**src/rtl/pipelined_left_shifter.sv**
```systemverilog
// pipelined_left_shifter
//   Logical shift-left or rotate-left of a WIDTH-bit word by 0..WIDTH-1
//   positions. The shifter has SHW = log2(WIDTH) registered stages. Stage k
//   conditionally shifts by 2^k, starting with the LSB stage. The pipeline
//   uses a valid/ready handshake with backpressure.
//
//   Optional feature macro: PLS_OVF_FLAG_EN. When it is defined, the out_ovf
//   port is present. out_ovf flags that a logical shift pushed at least one
//   '1' out of the MSB.
//
// Ports
//   clk        rising-edge clock
//   rst_n      asynchronous active-low reset
//   in_valid   input word valid
//   in_ready   stage 0 can accept (transfer on in_valid & in_ready)
//   in_data    operand
//   in_shamt   left shift amount
//   in_rotate  1 = rotate-left, 0 = logical (zero fill)
//   out_valid  out_data valid
//   out_ready  consumer accepts (transfer on out_valid & out_ready)
//   out_data   shifted/rotated result
//   out_ovf    shifted-out-one flag (PLS_OVF_FLAG_EN only)
module pipelined_left_shifter #(
    parameter int WIDTH = 32,
    parameter int SHW   = $clog2(WIDTH)
) (
    input  logic             clk,
    input  logic             rst_n,
    input  logic             in_valid,
    output logic             in_ready,
    input  logic [WIDTH-1:0] in_data,
    input  logic [SHW-1:0]   in_shamt,
    input  logic             in_rotate,
    output logic             out_valid,
    input  logic             out_ready,
    output logic [WIDTH-1:0] out_data
`ifdef PLS_OVF_FLAG_EN
    ,
    output logic             out_ovf
`endif
);

    genvar k;
    generate
        for (k = 0; k < SHW; k++) begin : stg
            localparam int AMT = 1 << k;

            // Upstream view. The shamt width shrinks by one bit per stage
            // because each stage consumes bit 0 and forwards the rest.
            logic             up_vld;
            logic [WIDTH-1:0] up_dat;
            logic [SHW-k-1:0] up_sh;
            logic             up_rot;
            logic             nxt_rdy;
            logic             rdy;
            logic             vld_q;
            logic [WIDTH-1:0] dat_q;
            logic [WIDTH-1:0] dat_d;

            if (k == 0) begin : g_src
                assign up_vld = in_valid;
                assign up_dat = in_data;
                assign up_sh  = in_shamt;
                assign up_rot = in_rotate;
            end else begin : g_src
                assign up_vld = stg[k-1].vld_q;
                assign up_dat = stg[k-1].dat_q;
                assign up_sh  = stg[k-1].g_fwd.sh_q;
                assign up_rot = stg[k-1].g_fwd.rot_q;
            end

            if (k == SHW-1) begin : g_nrdy
                assign nxt_rdy = out_ready;
            end else begin : g_nrdy
                assign nxt_rdy = stg[k+1].rdy;
            end

            // An empty slot, or a slot that drains this cycle, can load.
            assign rdy = ~vld_q | nxt_rdy;

            // For a rotate, the bits leaving the MSB are ORed back in at the
            // LSB. Shifting in the opposite direction by WIDTH-AMT moves them
            // there.
            assign dat_d = up_sh[0]
                         ? ((up_dat << AMT) | (up_rot ? (up_dat >> (WIDTH - AMT)) : '0))
                         : up_dat;

            always_ff @(posedge clk or negedge rst_n) begin
                if (!rst_n) begin
                    vld_q <= 1'b0;
                    dat_q <= '0;
                end else if (rdy) begin
                    vld_q <= up_vld;
                    dat_q <= dat_d;
                end
            end

            // The last stage needs no control forwarding.
            if (k < SHW-1) begin : g_fwd
                logic [SHW-k-2:0] sh_q;
                logic             rot_q;
                always_ff @(posedge clk or negedge rst_n) begin
                    if (!rst_n) begin
                        sh_q  <= '0;
                        rot_q <= 1'b0;
                    end else if (rdy) begin
                        sh_q  <= up_sh[SHW-k-1:1];
                        rot_q <= up_rot;
                    end
                end
            end

`ifdef PLS_OVF_FLAG_EN
            logic up_ovf;
            logic ovf_d;
            logic ovf_q;
            if (k == 0) begin : g_ovf_src
                assign up_ovf = 1'b0;
            end else begin : g_ovf_src
                assign up_ovf = stg[k-1].ovf_q;
            end
            // A one is lost when this stage shifts logically and any of the
            // top AMT bits it pushes out is set.
            assign ovf_d = up_ovf | (up_sh[0] & ~up_rot & (|up_dat[WIDTH-1 -: AMT]));
            always_ff @(posedge clk or negedge rst_n) begin
                if (!rst_n)   ovf_q <= 1'b0;
                else if (rdy) ovf_q <= ovf_d;
            end
`endif
        end
    endgenerate

    assign in_ready  = stg[0].rdy;
    assign out_valid = stg[SHW-1].vld_q;
    assign out_data  = stg[SHW-1].dat_q;
`ifdef PLS_OVF_FLAG_EN
    assign out_ovf   = stg[SHW-1].ovf_q;
`endif

endmodule

```
**config.mk**
```make
export PLATFORM = sky130hd
export DESIGN_NAME = pipelined_left_shifter
export DESIGN_NICKNAME = d
export VERILOG_FILES = /design/src/rtl/pipelined_left_shifter.sv
export SDC_FILE = /design/constraint.sdc
export NUM_CORES = 1
export LEC_CHECK = 0
export ABC_AREA = 1
export CAP_MARGIN = 10
export CORE_AREA = 5 5 128 130
export CTS_CLUSTER_DIAMETER = 200
export DETAILED_ROUTE_END_ITERATION = 16
export DIE_AREA = 0 0 133 135
export GPL_ROUTABILITY_DRIVEN = 0
export HOLD_SLACK_MARGIN = 0.03
export MAX_ROUTING_LAYER = met4
export PLACE_DENSITY_LB_ADDON = 0.12
export SLEW_MARGIN = 40
export SYNTH_ARGS = -nofsm -noshare
export SYNTH_HDL_FRONTEND = slang
export SYNTH_SLANG_ARGS = --single-unit
```
**constraint.sdc**
```tcl
create_clock -name clk -period 1.45 [get_ports clk]
set_input_delay 0.2175 -clock clk [delete_from_list [all_inputs] [get_ports clk]]
set_output_delay 0.2175 -clock clk [all_outputs]
set_load 0.03 [all_outputs]
```
==> flow_metrics.py <==
metrics = {
    "run_status": {
        "status": "finished with violations",
        "violations": "negative setup slack",
    },
    "floorplan": {
        "placementRows": 45,
        "io_pins": 76,
        "die_y_um": 135,
        "dieWidth_um": 133,
        "fp.dieArea_mm2": 0.0180,
        "initial_core_util_pct": 57.1,
        "core-area_mm2": 0.0150,
    },
    "finish": {
        "drive_above_1_share_pct": 8.30,
        "final-seq-area_mm2": 0.00448,
        "final_core_util_pct": 70.7,
        "antenna_cells": 0,
        "fin_cells": 1333,
        "area_growth_pct": 23.7,
        "fill_cells": 1218,
        "finalNetCount": 1174,
        "fin_area_mm2": 0.0106,
        "multi_input_area_mm2": 0.00323,
    },
    "placed_design": {
        "hpwl_mm": 12.7,
        "portBuffers": 75,
        "dp.cells": 1279,
        "placed_cell_area_mm2": 0.00951,
    },
    "grt": {
        "grt_pass1_wl_mm": 34.0,
        "grt_pass1_vias": 6843,
        "grt_max_degree": 65,
        "grt_usage_pct": 24.3,
        "overflow": 0,
        "antenna_found_initial": 0,
    },
    "logic_synthesis": {
        "ys_types": 24,
        "synth_cells": 1068,
        "synth_top_area_share_pct": 52.1,
        "yosysWarnings": 0,
        "avgSynthCellArea_um2": 8.04,
        "synth_area_leaders": "dfrtp_1 (52%), nand2_1 (13%), o21ai_0 (7.6%)",
        "netlist.top_cell.by_area": "dfrtp_1",
        "ys_seq_area_share_pct": 52.1,
        "synth-seq-cells": 179,
        "syn_area_mm2": 0.00859,
        "synth_nets": 1110,
    },
    "pwr": {
        "powerDensity_mw_per_mm2": 1740,
        "power_mw": 18.5,
        "ir_worst_vdd_mv": 1.00,
        "p_leak_nw": 5.22,
    },
    "worst_setup_path": {
        "cp.required_ns": 1.23,
        "cp-start-kind": "flip-flop",
        "crit_chain": "nand3_4 -> nor2_4 -> nand3_2 -> buf_6",
        "slowest_delay_ns": 0.41,
        "arrival_ns": 1.38,
        "crit_fanout": 2,
        "cp.depth": 4,
        "path_class": "flip-flop to output port",
        "timing.rr.start": "stg[3].vld_q",
        "crit_family": "flip-flops",
        "slowest_stage": "dfrtp_1",
        "path_buf_inv": 1,
        "reg2reg_depth": 8,
        "cp-end-kind": "output port",
        "critPathLaunch": "stg[3].vld_q",
    },
    "timing": {
        "finalWorstSetupSlack_ns": -0.152,
        "post-route-period-util_pct": 111,
        "drv_slew": 0,
        "period_needed_ns": 1.60,
        "fmax_mhz": 624,
        "hold_violations": 0,
        "worstMarginPinSlew_ns": 0.424,
        "relSlewSlack_pct": 71.7,
        "rsz0062_at_grt": "yes",
        "finClkSkew_ns": 0.00898,
        "setup_viol": 30,
    },
    "cts": {
        "cts_sinks": 179,
        "clockBufferDepth": 2,
        "clkTransAtPathRegs_ns": 0.06,
        "h-tree-depth": 4,
        "cts-root-buf": "clkbuf_16",
        "numCtsBuffers": 17,
        "cts_tree": "done",
        "insertion_delay_ns": 0.44,
    },
    "drt": {
        "totalWireLength_mm": 20.6,
        "wl_per_cell_um": 15.4,
        "postRouteAntennaNets": 0,
        "drc": 0,
        "drtIter0Drc": 595,
        "vias": 7166,
        "vias_per_cell": 5.38,
        "drtPass1Iterations": 6,
    },
    "worst_hold_path": {
        "hold_path_class": "input port to async pin",
    },
    "run": {
        "max-cap-violations": 0,
    },
}
-- path summary, 6_finish.rpt --
kind / to / slack (ns)
min reg2reg: out_data[22] / 0.48
min in group clk: stg[0].vld_q / 0.31
max reg2reg: stg[1].dat_q[12] / -0.15
min: out_valid / 0.22
max in group asynchronous: out_data[24] / 0.67
max: in_ready / -0.15
-- state kept, by name (all words and copies together), names as in the netlist --
name	count
stg.vld_q	4
stg.g_fwd.rot_q	4
out_valid	1
out_data	32
stg.g_fwd.sh_q	10
stg.dat_q	128
-- cells in the final DEF (no fill, tap or decap), drive strengths merged, types with 6 or more instances in the layout --
cell	Yosys	final
nor2	30	30
o22ai	30	30
o21ai	163	163
dlygate4sd2	0	29
clkbuf	40	25
o21a	16	16
o211ai	40	40
nand4	37	37
dfrtp	179	179
a21oi	29	29
inv	141	142
nand3	20	20
clkinv	0	6
buf	40	48
nand2	302	303
clkdlybuf4s50	0	39
-- cell usage after synthesis (all sizes together) --
library cell / count
buf: 40
nand3: 20
nand4: 37
o211ai: 40
o21ai: 163
a21oi: 29
o22ai: 30
or2: 1
inv: 141
nor2: 30
o21a: 16
dfrtp: 179
nand2: 302
clkbuf: 40
-- power breakdown --
group          switching, mW  internal, mW
combinational           4.09          2.40
sequential             0.772          6.54
clock                   1.87          2.79
total                   6.74          11.7
-- timing repair --
action,4_1_cts,5_1_grt
cloned,12,3
hold buffers,1,0
endpoints found under the hold margin,179,0
setup endpoints to repair,136,116
resized for setup,81,17
pin swaps,18,3
buffers inserted,8,2
-- worst register-to-register path, delay by kind of cell, from the launching register on --
kind,cells,cell delay (ns)
and+or+nand+nor,4,0.46
AOI/OAI and AO/OA,1,0.11
buffers and inverters,3,0.48
DFF,1,0.41
-- kinds of logic (layout without fill, tap and decap cells) --
logic type | count (synthesis) | in the layout | share of synthesized area, %
AOI/OAI and AO/OA | 278 | 278 | 18.3
buffers and inverters | 221 | 297 | 10.8
DFF | 179 | 179 | 52.1
and+or+nand+nor | 390 | 391 | 18.8
-- final cells by class --
cell class / count / share of cell area, %
sequential: 179 / 42.2
inverter: 141 / 5.13
multi-input combinational: 669 / 30.4
tap: 188 / 2.21
timing repair buffer: 123 / 14.3
timing repair inverter: 1 / 0.153
clock buffer: 22 / 4.37
clock inverter: 10 / 1.24
-- layer usage --
metal	GRT usage, %	vias to the layer above	share of wire, %	wire [µm]
met4	10.0	0	3.2	660
met5	-	-	0	0
met1	29.7	3298	42	8740
met3	3.91	54	3.8	788
met2	40.5	194	50	10400
li1	-	3620	-	-
-- metrics by stage --
| stage | hold WS (ns) | setup WS [ns] | TNS (ns) |
|---|---|---|---|
| global route | 0.232 | -0.195 | -6.47 |
| floorplan | -0.0781 | 0.0194 | 0 |
| detailed placement | 0.102 | -0.408 | -43.27 |
| finish | 0.218 | -0.152 | -2.51 |
| CTS | 0.218 | -0.255 | -9.90 |
| global placement | 0.0993 | -0.391 | -37.19 |
Power figures use the tool's default switching activity.
